--- config.mk ---
export PLATFORM = sky130hd
export DESIGN_NAME = mac_avg_window
export DESIGN_NICKNAME = d
export VERILOG_FILES = /design/src/rtl/mac_avg_window.sv
export SDC_FILE = /design/constraint.sdc
export NUM_CORES = 1
export LEC_CHECK = 0
export CAP_MARGIN = 20
export CORE_MARGIN = 5
export CORE_UTILIZATION = 57
export CTS_BUF_LIST = sky130_fd_sc_hd__clkbuf_4 sky130_fd_sc_hd__clkbuf_8 sky130_fd_sc_hd__clkbuf_16
export CTS_CLUSTER_SIZE = 28
export DETAILED_ROUTE_END_ITERATION = 10
export DONT_BUFFER_PORTS = 1
export PLACE_DENSITY = 0.75
export SYNTH_ARGS = -nofsm -noshare
export SYNTH_HDL_FRONTEND = slang
export SYNTH_SLANG_ARGS = --single-unit
--- constraint.sdc ---
create_clock -name Clk -period 2.6 [get_ports Clk]
set_clock_uncertainty 0.15 [all_clocks]
set_input_delay 0.13 -clock Clk [delete_from_list [all_inputs] [get_ports Clk]]
set_output_delay 0.13 -clock Clk [all_outputs]
set_load 0.01 [all_outputs]
--- src/rtl/mac_avg_window.sv ---
// Multiply-accumulate window averager: emits the truncated mean of N = 2^LOG2_N
// products, either once per window (MODE 0) or sliding on every sample (MODE 1).
module mac_avg_window #(
   parameter int unsigned DATA_W = 4,
   parameter int unsigned LOG2_N = 2,
   parameter int unsigned MODE   = 0
) (
   input  logic                  Clk,
   input  logic                  Reset_n,
   input  logic                  Clear,
   input  logic                  In_valid,
   output logic                  In_ready,
   input  logic [DATA_W-1:0]     DataIn1,
   input  logic [DATA_W-1:0]     DataIn2,
   output logic                  Out_valid,
   input  logic                  Out_ready,
   output logic [2*DATA_W-1:0]   AverageOut,
   output logic                  Full,
   output logic [LOG2_N:0]       Count
);

   localparam int unsigned N  = 1 << LOG2_N;
   localparam int unsigned PW = 2 * DATA_W;
   localparam int unsigned SW = PW + LOG2_N;
   localparam int unsigned CW = LOG2_N + 1;

   typedef enum logic {ST_FILL, ST_STEADY} state_t;

   state_t          state_q, state_d;
   logic [SW-1:0]   sum_q, sum_d;
   logic [CW-1:0]   count_q, count_d;
   logic [PW-1:0]   hist_q [N];
   logic [PW-1:0]   hist_d [N];
   logic [PW-1:0]   avg_q, avg_d;
   logic            out_valid_q, out_valid_d;

   logic [PW-1:0]   product_c;
   logic            completes_c;
   logic            accept_c;
   logic [SW-1:0]   sum_add_c;
   logic [SW-1:0]   sum_slide_c;

   // Handshake and arithmetic for the sample presented this cycle
   always_comb begin
      product_c   = PW'(DataIn1) * PW'(DataIn2);
      completes_c = (MODE == 0) ? (count_q == CW'(N - 1)) : (count_q >= CW'(N - 1));
      In_ready    = !(out_valid_q && !Out_ready && completes_c);
      accept_c    = In_valid && In_ready;
      sum_add_c   = sum_q + SW'(product_c);
      // The oldest history slot is zero until the window has filled once
      sum_slide_c = sum_add_c - SW'(hist_q[N-1]);
   end

   // Next-state logic; Clear overrides every other update
   always_comb begin
      state_d     = state_q;
      sum_d       = sum_q;
      count_d     = count_q;
      hist_d      = hist_q;
      avg_d       = avg_q;
      out_valid_d = out_valid_q;

      if (Out_ready) begin
         out_valid_d = 1'b0;
      end

      if (Clear) begin
         state_d     = ST_FILL;
         sum_d       = '0;
         count_d     = '0;
         avg_d       = '0;
         out_valid_d = 1'b0;
         for (int unsigned i = 0; i < N; i++) begin
            hist_d[i] = '0;
         end
      end else if (accept_c) begin
         if (MODE == 0) begin
            if (completes_c) begin
               avg_d       = PW'(sum_add_c >> LOG2_N);
               out_valid_d = 1'b1;
               sum_d       = '0;
               count_d     = '0;
            end else begin
               sum_d   = sum_add_c;
               count_d = count_q + CW'(1);
            end
         end else begin
            hist_d[0] = product_c;
            for (int unsigned i = 1; i < N; i++) begin
               hist_d[i] = hist_q[i-1];
            end
            sum_d = sum_slide_c;
            if (state_q == ST_FILL) begin
               count_d = count_q + CW'(1);
               if (count_q == CW'(N - 1)) begin
                  state_d = ST_STEADY;
               end
            end
            if (completes_c) begin
               avg_d       = PW'(sum_slide_c >> LOG2_N);
               out_valid_d = 1'b1;
            end
         end
      end
   end

   always_ff @(posedge Clk or negedge Reset_n) begin
      if (!Reset_n) begin
         state_q     <= ST_FILL;
         sum_q       <= '0;
         count_q     <= '0;
         avg_q       <= '0;
         out_valid_q <= 1'b0;
         for (int unsigned i = 0; i < N; i++) begin
            hist_q[i] <= '0;
         end
      end else begin
         state_q     <= state_d;
         sum_q       <= sum_d;
         count_q     <= count_d;
         avg_q       <= avg_d;
         out_valid_q <= out_valid_d;
         for (int unsigned i = 0; i < N; i++) begin
            hist_q[i] <= hist_d[i];
         end
      end
   end

   assign Out_valid  = out_valid_q;
   assign AverageOut = avg_q;
   assign Count      = count_q;
   assign Full       = out_valid_q && !Out_ready;

endmodule

# After elaboration in Yosys (flattened, before gate mapping)
# Index checks and enable logic that the tools add are counted.
dict set report word_totals {
  inputBits 13
  reg_bits 22
  out_inout_bits 14
}
dict set report op_classes {
  n_addsub 2
  reduce_logical 8
  n_eq_ne 1
  muxes 13
  n_mul 1
}
# op n
set op_table {}
lappend op_table {{$mux W10} 3}
lappend op_table {{$mux W8} 3}
lappend op_table {{$add A10 B8 Y10} 1}
lappend op_table {{$mux W3} 3}
lappend op_table {{$mul A4 B4 Y8} 1}
lappend op_table {{$mux W1} 4}
lappend op_table {{$reduce_bool A2 Y1} 2}
lappend op_table {{$add A3 B1 Y3 const B} 1}
lappend op_table {{$eq A3 B2 Y1 const B} 1}
lappend op_table {{$logic_and A1 B1 Y1} 3}
lappend op_table {{$logic_not A1 Y1} 2}
lappend op_table {{$reduce_and A2 Y1} 1}

# Depth between registers and ports, before layout
# Gate-level depths: netlist (run 1).
dict set report depth {
  ltp_word 7
  ltp_mapped 13
  ltp_nobuf 13
}

# Worst setup path after synthesis (run 1)
# OpenSTA, ideal clock, no wires.
dict set report synth_timing {
  path_kind {input-to-reg}
  from {in DataIn1[0]}
  to {reg sum_q[7]}
  cell_stages 11
  t_arrival_ns 2.880
  setup_slack_ns -0.540
  required_time_ns 2.340
  setup_ns 0.110
  cell_sequence {nand2_1 -> fa_1 -> fa_1 -> fa_1 -> inv_1 -> ha_1 -> a21o_1 -> a21oi_2 -> o21ai_1 -> xnor2_1 -> o41ai_1}
}
dict set report synth_via {
  elab_chain_len 5
}
# item line
set synth_lines {}
lappend synth_lines {{start: declaration} 13} ;# input logic [DATA_W-1:0] DataIn1,
lappend synth_lines {{$mul A4 B4 Y8} 45} ;# product_c = PW'(DataIn1) * PW'(DataIn2);
lappend synth_lines {{$add A10 B8 Y10} 49} ;# sum_add_c = sum_q + SW'(product_c);
lappend synth_lines {{$mux W10} 78} ;# if (completes_c) begin
lappend synth_lines {{$mux W10} 76} ;# end else if (accept_c) begin
lappend synth_lines {{$mux W10} 67} ;# if (Clear) begin
lappend synth_lines {{end signal: assignment} 119} ;# sum_q <= sum_d;
lappend synth_lines {{end: declaration} 30} ;# logic [SW-1:0] sum_q, sum_d;
# No other way between the ends. The select of a mux whose other input is x is not followed.
# A chain may end at the register's enable or synchronous reset.

# Final worst setup path (run 1)
dict set report layout_timing {
  from {in DataIn1[2]}
  to {reg avg_q[5], in the netlist AverageOut[5]}
}
dict set report layout_via {
  elab_chain_len 5
}
# item line
set layout_lines {}
lappend layout_lines {{$mul A4 B4 Y8} 45}
lappend layout_lines {{$add A10 B8 Y10} 49}
lappend layout_lines {{$mux W8} 78}
lappend layout_lines {{$mux W8} 76}
lappend layout_lines {{$mux W8} 67}
lappend layout_lines {{end signal: assignment} 121} ;# avg_q <= avg_d;
lappend layout_lines {{end: declaration} 34} ;# logic [PW-1:0] avg_q, avg_d;
# No other way between the ends. The select of a mux whose other input is x is not followed.

==> impl_metrics.toml, run 1 <==
[sta]
fin_ws_ns = -0.0832
fin_setup_tns_ns = -0.340
holdWs_ns = 0.00314
finalSetupViolations = 6
fin_crit_ns = 2.68
finalHoldViolations = 0
max_freq_mhz = 373
tightest_slew_ns = 0.872
slew_headroom_pct = 41.6
slew_viol_final = 0
rsz0062_at_grt = "yes"
post-route-period-util_pct = 103

[routing]
post_drt_wl_per_cell_um = 15.8
drc = 0
wirelength_mm = 3.32
antenna_left = 0
num_vias = 1186
drt_iter0_drc = 23
drt-pass1-iter-count = 4
via_per_inst = 5.65

[power]
vdd_drop_max_uv = 616
p_leak_nw = 0.998
p_total_w = 0.00149
powerDensity_nw_per_um2 = 753

[place]
place_congestion = 0.848
portBuffers = 0
place_hpwl_mm = 2.57

[final_layout]
num-fill-cells = 205
syn2layout_area_growth_pct = 20.2
fin_util_pct = 71.8
multi_input_comb_area_um2 = 1100
seq_area_um2 = 551
drive_above_1_share_pct = 19.6
nNetsFinal = 221
n_antenna_cell = 0

[floorplan]
die_w_um = 63.7
die_h_um = 63.7
start_util_pct = 59.7
fp-row-count = 19
pin_count = 27
dieArea_um2 = 4060
coreArea_um2 = 2760

[logic_synthesis]
synth_edf_count = 0
netlist_area_um2 = 1650
avgSynthCellArea_um2 = 10.3
synth_warnings = 0
ys_dominant_reg_cell = "dfrtp_1"
synth_nets = 201
yosys.area.top_type = "dfrtp_1"
synth.most_common_cell = "inv_1"
ys_ff_latch = 22
synth_cell_type_count = 33
ys_top_cells_by_area = "dfrtp_1, ha_1, fa_1"
synth_top_area_share_pct = 33.4
ys_seq_area_share_pct = 33.4
synthArstFlopShare_pct = 100
syn_inst = 160
synthTopCellsByCount = "inv_1, dfrtp_1, ha_1"

[critical_path]
cp_cell_sequence = "nand2_8 > fa_1 > fa_1 > fa_1 > inv_2 > ha_4 > a21o_1 > a21oi_2 > o21ai_1 > xnor2_1 > o31ai_1"
cpLargestDelayFamily = "adder cells"
critPathKind = "in2reg"
max_stage_delay_ns = 0.54
worstPathArrival_ns = 2.77
path_buf_inv = 1
end_kind = "flip-flop"
worst_setup_path_start_kind = "input pin"
slowest_stage = "fa_1"
r2r_setup_slack_ns = 0.02
crit_fanout = 4
cp_data_required_time_ns = 2.68
cp_common_cell = "fa_1"

[clock_tree]
ctsRootBufferMaster = "clkbuf_4"
ctsLongestPathBuffers = 2
clkTransAtPathRegs_ns = 0.12
clk_latency_ns = 0.32
cts_tree = "yes"
cts_buffers = 3
htreeDepth = 1
clock_sinks = 22
cts_setup_buffers = 0

[global_route]
grt_pass1_wl_mm = 5.83
grt_antenna_before_repair = 0
first_global_vias = 1289
grt_max_degree = 23
grt_usage_pct = 17.7
grt_remaining_overflow = 0

[status]
violations = "setup timing"
outcome = "complete, but fails checks"

[flow_run]
max_cap_violations = 0

[min_path]
hold_path.class = "in2reg"
## power breakdown
part,leakage (nW),internal (W),total (W),switching [W]
sequential,0.297,0.000418,0.000492,0.0000740
combinational,0.680,0.000414,0.000804,0.000390
clock,0.0210,0.0000858,0.000195,0.000109
## final timing paths
| path | end | start | depth (start not counted) |
|---|---|---|---|
| max in group asynchronous | sum_q[5] | Reset_n | 3 |
| worst min-delay path | AverageOut[1] | Clear | 4 |
| min in group asynchronous | AverageOut[2] | Reset_n | 2 |
| worst max-delay path | AverageOut[5] | DataIn1[2] | 11 |
| worst min register to register | sum_q[3] | sum_q[3] | 2 |
| worst max register to register | AverageOut[5] | sum_q[2] | 7 |
## flip-flops by register name (all words and copies together) (netlist names)
signal      count
sum_q          10
Count           3
AverageOut      8
Out_valid       1
## layout by cell type, fill, tap and decap left out, drive strengths merged
cell type and n:
and2b 1, ha 19, and2 12, mux2 1, xor2 1, dlygate4sd3 7, fa 9, a211oi 3
a21oi 10, a21o 4, o21ai 3, nand3 1, nor2 2, o21bai 1, clkbuf 5, a22o 12
nor4b 1, o41ai 2, inv 23, o21a 1, o31ai 3, nand2b 3, dfrtp 22, a31oi 1
buf 10, nand2 14, nor2b 1, nor3 1, xnor2 6
## kinds of logic (layout without fill, tap and decap cells)
logic type               Yosys count  count (layout)  share of synthesized area, %
multiplexers                       1               1                         0.684
adder cells (fa/ha/maj)           28              28                          25.4
buffers and inverters             26              45                          6.23
AND/OR/NAND/NOR                   36              36                          12.2
AO/OA/AOI/OAI                     40              40                          18.4
flip-flops                        22              22                          33.4
XOR/XNOR                           7               7                          3.72
## final cells by class
type	count	share of cell area, %
clock buffer	4	1.83
inverter	23	4.36
sequential	22	27.8
timing repair buffer	18	8.60
tap	31	1.96
multi-input combinational	112	55.4
## metrics by stage
stage	setup slack, ns	area (um2)	cells
finish	-0.0832	1980	210
global placement	-0.394	1800	198
detailed placement	-0.470	1800	198
floorplan	-0.344	1700	160
global route	-0.186	1980	210
CTS	-0.100	1930	208
## routing by layer
metal	GRT usage, %	vias up	share of wire [%]
met5	0	-	0
met2	31.2	18	51
li1	-	584	-
met3	5.08	4	4.2
met4	2.86	0	1.2
met1	21.9	580	43
## repair_timing
item,4_1_cts,5_1_grt
gates resized for setup,4,4
pin swaps,6,3
endpoints found under the hold margin,38,1
setup endpoints to repair,10,10
hold buffers,6,1
## worst register-to-register path, stage by stage, from the launching register on
cell and delay (ns):
dfrtp_1 0.43, fa_1 0.54, fa_1 0.48, a21o_1 0.21, a21oi_2 0.20, o21ai_1 0.10
xnor2_1 0.15, o31ai_1 0.24
Power figures use the tool's default switching activity.
==> run 2: changes to the inputs <==
--- a/config.mk
+++ b/config.mk
@@ -13,6 +13,7 @@
 export DETAILED_ROUTE_END_ITERATION = 10
 export DONT_BUFFER_PORTS = 1
 export PLACE_DENSITY = 0.75
+export REMOVE_ABC_BUFFERS = 1
 export SYNTH_ARGS = -nofsm -noshare
 export SYNTH_HDL_FRONTEND = slang
 export SYNTH_SLANG_ARGS = --single-unit
==> run 2 against run 1 <==
The run still ends with setup timing left; combinational power is 37% higher; register-to-register slack lost 0.10 ns; largest cell class unchanged; total power increased by 25%; first-iteration DRC count is 130% higher.
==> impl_metrics.toml, run 2 (synthesis results as in run 1) <==
[floorplan]
die_h_um = 63.7
fp-row-count = 19
pin_count = 27
dieArea_um2 = 4060
start_util_pct = 59.7
coreArea_um2 = 2760
die_w_um = 63.7

[power]
p_total_w = 0.00186
p_leak_nw = 1.08
vdd_drop_max_uv = 842
powerDensity_nw_per_um2 = 873

[min_path]
hold_path_end = "sum_q[3]"
hold_path.class = "in2reg"
worst_hold_startpoint = "In_valid"
min_path_cells = 4

[final_layout]
stdcell_count = 216
largest_register_ffs = 10
num-fill-cells = 155
syn2layout_area_growth_pct = 29.4
n_antenna_cell = 0
seq_area_um2 = 551
drive_above_1_share_pct = 25.9
largest_register = "sum_q"
final_common_cell = "dfrtp_1"
nNetsFinal = 227
final_cell_mix = "dfrtp_1, inv_1, ha_1"
multi_input_comb_area_um2 = 1190
fin_util_pct = 77.3

[place]
place_hpwl_mm = 2.60
place_congestion = 0.787
dpl.cell_count = 200
portBuffers = 0

[critical_path]
end_kind = "flip-flop"
rr_worst_depth = 7
cp_common_cell = "fa_1"
cp_cell_sequence = "and2_1 > fa_1 > ha_1 > inv_1 > fa_1 > inv_2 > ha_4 > buf_4 > a21oi_4 > o21ai_2 > xnor2_2 > o41ai_2"
critPathKind = "in2reg"
worst_setup_path_start_kind = "input pin"
rr_startpoint = "sum_q[2]"
path_buf_inv = 3
cpLargestDelayFamily = "adder cells"
cp.depth = 12
crit_fanout = 4
slowest_stage = "fa_1"
worstPathArrival_ns = 2.91
max_stage_delay_ns = 0.53
reg2reg_to = "sum_q[7]"
cp_data_required_time_ns = 2.67
r2r_setup_slack_ns = -0.08
startpoint = "DataIn1[3]"

[global_route]
first_global_vias = 1331
grt_pass1_wl_mm = 6.49
grt_max_degree = 23
grt_remaining_overflow = 0
grt_usage_pct = 19.8
grt_antenna_before_repair = 0

[status]
outcome = "complete, but fails checks"
violations = "setup timing"

[routing]
drc = 0
antenna_left = 0
post_drt_wl_per_cell_um = 19.2
drt-pass1-iter-count = 4
drt_iter0_drc = 53
wirelength_mm = 4.14
num_vias = 1298
via_per_inst = 6.01

[sta]
max_freq_mhz = 352
fin_ws_ns = -0.241
rsz0062_at_grt = "yes"
tightest_slew_ns = 0.759
post-route-period-util_pct = 109
slew_headroom_pct = 49.1
finalSetupViolations = 10
slew_viol_final = 0
fin_crit_ns = 2.84
finalHoldViolations = 0

[clock_tree]
ctsRootBufferMaster = "clkbuf_4"
htreeDepth = 1
clkTransAtPathRegs_ns = 0.14
cts_tree = "yes"
clock_sinks = 22
cts_buffers = 3
ctsLongestPathBuffers = 2
clk_latency_ns = 0.32

[flow_run]
max_cap_violations = 0
==> run 2: area by class of cell <==
| class | count | area share (%) |
|---|---|---|
| multi-input combinational | 112 | 55.8 |
| clock inverter | 1 | 1.41 |
| timing repair buffer | 24 | 9.98 |
| inverter | 23 | 4.05 |
| tap | 31 | 1.82 |
| sequential | 22 | 25.8 |
| clock buffer | 3 | 1.06 |
==> run 2: metal layers <==
layer	share of wire [%]	global-route usage, %	up-vias	routed length, um
met2	51	33.6	31	2120
met1	43	27.0	660	1770
met5	0	0	-	0
li1	-	-	597	-
met3	3.5	2.98	10	145
met4	2.5	3.90	0	103
==> run 2: report_power, final <==
group | internal [W] | total (W) | switching (W) | leakage, nW
Clock | 0.000156 | 0.000270 | 0.000114 | 0.0279
Sequential | 0.000418 | 0.000492 | 0.0000740 | 0.297
Combinational | 0.000560 | 0.00110 | 0.000537 | 0.753
Total | 0.00113 | 0.00186 | 0.000725 | 1.08
==> run 2: worst max path at each step <==
stage                          endpoint  slack (ns)
after global placement         sum_q[7]       -0.65
final                          sum_q[7]       -0.24
after CTS                      sum_q[7]       -0.21
after floorplan                sum_q[7]       -0.54
after global routing      AverageOut[6]       -0.27
after detailed placement       sum_q[7]       -0.69
==> run 2: timing repair <==
action / CTS / global route
endpoints found under the setup margin: 13 / 12
pin swaps: 21 / 13
hold endpoints to repair: 38 / 2
hold buffers: 6 / 1
cloned: 0 / 0
gates resized for setup: 17 / 14
buffers inserted: 4 / 1
==> run 2: per-stage QoR <==
stage	setup slack (ns)	setup TNS, ns	area [um2]	hold WS, ns
floorplan	-0.540	-5.12	1630	-0.316
global placement	-0.654	-6.80	1760	-0.315
detailed placement	-0.689	-7.24	1760	-0.315
CTS	-0.207	-1.12	2020	0.0277
global route	-0.268	-2.21	2130	0.0462
finish	-0.241	-1.61	2130	0.0590
==> run 2: worst min-delay path, delay by kind of cell <==
family | cells | cell delay (ns)
AO/OA/AOI/OAI | 2 | 0.10
buffers and inverters | 1 | 0.18
AND/OR/NAND/NOR | 1 | 0.09
==> run 3: changes to the inputs <==
--- a/config.mk
+++ b/config.mk
@@ -7,13 +7,13 @@
 export LEC_CHECK = 0
 export CAP_MARGIN = 20
 export CORE_MARGIN = 5
-export CORE_UTILIZATION = 57
+export CORE_UTILIZATION = 35
 export CTS_BUF_LIST = sky130_fd_sc_hd__clkbuf_4 sky130_fd_sc_hd__clkbuf_8 sky130_fd_sc_hd__clkbuf_16
 export CTS_CLUSTER_SIZE = 28
 export DETAILED_ROUTE_END_ITERATION = 10
 export DONT_BUFFER_PORTS = 1
-export PLACE_DENSITY = 0.75
 export REMOVE_ABC_BUFFERS = 1
+export SKIP_LAST_GASP = 1
 export SYNTH_ARGS = -nofsm -noshare
 export SYNTH_HDL_FRONTEND = slang
 export SYNTH_SLANG_ARGS = --single-unit
==> run 3 against run 2 <==
The flow still finishes with violations (setup timing); global-route usage fell by 6.5 points; first-iteration DRC count fell by 21%; non-clock buffer count fell by 1; sequential share of layout area fell by 0.091 points; die area rose by 52%; critical endpoint is now AverageOut[7].
==> impl_metrics.toml, run 3 (synthesis results as in run 1) <==
[clock_tree]
clkTransAtPathRegs_ns = 0.08
ctsRootBufferMaster = "clkbuf_8"
ctsLongestPathBuffers = 2
htreeDepth = 1
clk_latency_ns = 0.27
cts_tree = "yes"
cts_buffers = 3
clock_sinks = 22

[global_route]
grt_remaining_overflow = 0
grt_max_degree = 23
first_global_vias = 1438
grt_pass1_wl_mm = 6.44
grt_usage_pct = 13.3
grt_antenna_before_repair = 0

[routing]
post_drt_wl_per_cell_um = 16.1
num_vias = 1273
antenna_left = 0
drt_iter0_drc = 42
drc = 0
via_per_inst = 5.35
wirelength_mm = 3.83
drt-pass1-iter-count = 4

[critical_path]
crit_fanout = 4
cp_cell_sequence = "nand2_8 > fa_1 > fa_1 > fa_1 > inv_2 > ha_4 > a21o_1 > a21oi_4 > buf_6 > o31ai_4 > xor2_1 > a22o_1"
cp_data_required_time_ns = 2.60
cp_common_cell = "fa_1"
r2r_setup_slack_ns = 0.01
worst_setup_path_start_kind = "input pin"
worstPathArrival_ns = 2.82
critPathKind = "in2reg"
end_kind = "flip-flop"
max_stage_delay_ns = 0.55
slowest_stage = "fa_1"

[final_layout]
num-fill-cells = 419
final_cell_mix = "dfrtp_1, inv_1, ha_1"
fin_util_pct = 46.2
syn2layout_area_growth_pct = 29.9
multi_input_comb_area_um2 = 1170
nNetsFinal = 226
largest_register = "sum_q"
drive_above_1_share_pct = 25.0
n_antenna_cell = 0
seq_area_um2 = 551
largest_register_ffs = 10

[floorplan]
fp-row-count = 25
die_w_um = 78.6
pin_count = 27
start_util_pct = 35.6
dieArea_um2 = 6180
coreArea_um2 = 4630
die_h_um = 78.6

[sta]
post-route-period-util_pct = 109
finalSetupViolations = 12
slew_viol_final = 0
tightest_slew_ns = 0.761
fin_crit_ns = 2.82
finalHoldViolations = 0
max_freq_mhz = 354
slew_headroom_pct = 49.0
fin_ws_ns = -0.223
rsz0062_at_grt = "yes"

[power]
vdd_drop_max_uv = 347
p_leak_nw = 1.06
powerDensity_nw_per_um2 = 845
p_total_w = 0.00181

[status]
violations = "setup timing"
outcome = "complete, but fails checks"

[flow_run]
max_cap_violations = 0

[min_path]
hold_path.class = "in2reg"

[place]
portBuffers = 0
place_congestion = 0.804
place_hpwl_mm = 2.72
-- run 3: cell types whose count changed in the layout (fill, tap and decap cells not counted), moves of 2 or more --
cell / delta
buf_6: +2
clkbuf_8: +4
buf_4: -2
xnor2_2: -2
xnor2_1: +2
clkbuf_4: -3
-- run 3: cell type report --
class / instances / area share, %
clock buffers: 4 / 2.57
inverters: 23 / 4.04
multi-input cells: 112 / 54.7
flip-flops and latches: 22 / 25.7
well taps: 54 / 3.16
repair buffers: 23 / 9.83
-- run 3: final timing paths --
kind / cells past startpoint / start / end
worst max register to register: 8 / sum_q[2] / AverageOut[7]
worst min register to register: 1 / sum_q[0] / sum_q[0]
worst min-delay path: 2 / Clear / AverageOut[6]
max in group asynchronous: 2 / Reset_n / sum_q[4]
min in group asynchronous: 1 / Reset_n / Out_valid
worst max-delay path: 12 / DataIn1[2] / AverageOut[7]
-- run 3: metrics by stage --
step | cell area (um2) | worst slack [ns] | cells | TNS (ns) | hold slack, ns
2_1_floorplan | 1630 | -0.540 | 157 | -5.12 | -0.316
6_report | 2140 | -0.223 | 238 | -1.96 | 0.0371
4_1_cts | 2070 | -0.252 | 237 | -1.74 | 0.0153
3_5_place_dp | 1800 | -0.702 | 224 | -7.71 | -0.315
3_3_place_gp | 1800 | -0.663 | 224 | -7.15 | -0.315
5_1_grt | 2140 | -0.275 | 238 | -2.56 | 0.0344
-- run 3: power breakdown --
| group | total (W) | internal, W | switching [W] | leakage, nW |
|---|---|---|---|---|
| clock network | 0.000246 | 0.000135 | 0.000111 | 0.0288 |
| registers | 0.000495 | 0.000419 | 0.0000764 | 0.297 |
| logic | 0.00107 | 0.000558 | 0.000508 | 0.738 |
-- run 3: critical path, delay by kind of cell --
kind	cells	cell delay [ns]
and+or+nand+nor	1	0.03
AOI/OAI and AO/OA	4	0.59
buffers and inverters	2	0.19
adders and majority gates	4	1.71
xor gates and xnor gates	1	0.16
-- run 3: repair_timing --
action                                  in CTS  in global routing
gates resized for setup                     22                 10
hold buffers                                 6                  0
pin swaps                                   21                  8
endpoints found under the hold margin       31                  0
endpoints found under the setup margin      14                 14
setup buffers                                4                  1
-- run 3: metal layers --
layer | up-vias | part of all wire (%) | routed length, um | global-route usage (%)
li1 | 593 | - | - | -
met1 | 648 | 39 | 1500 | 14.3
met2 | 26 | 54 | 2070 | 24.9
met3 | 6 | 4.8 | 183 | 3.44
met4 | 0 | 2.0 | 76 | 4.55
met5 | - | 0 | 0 | 0
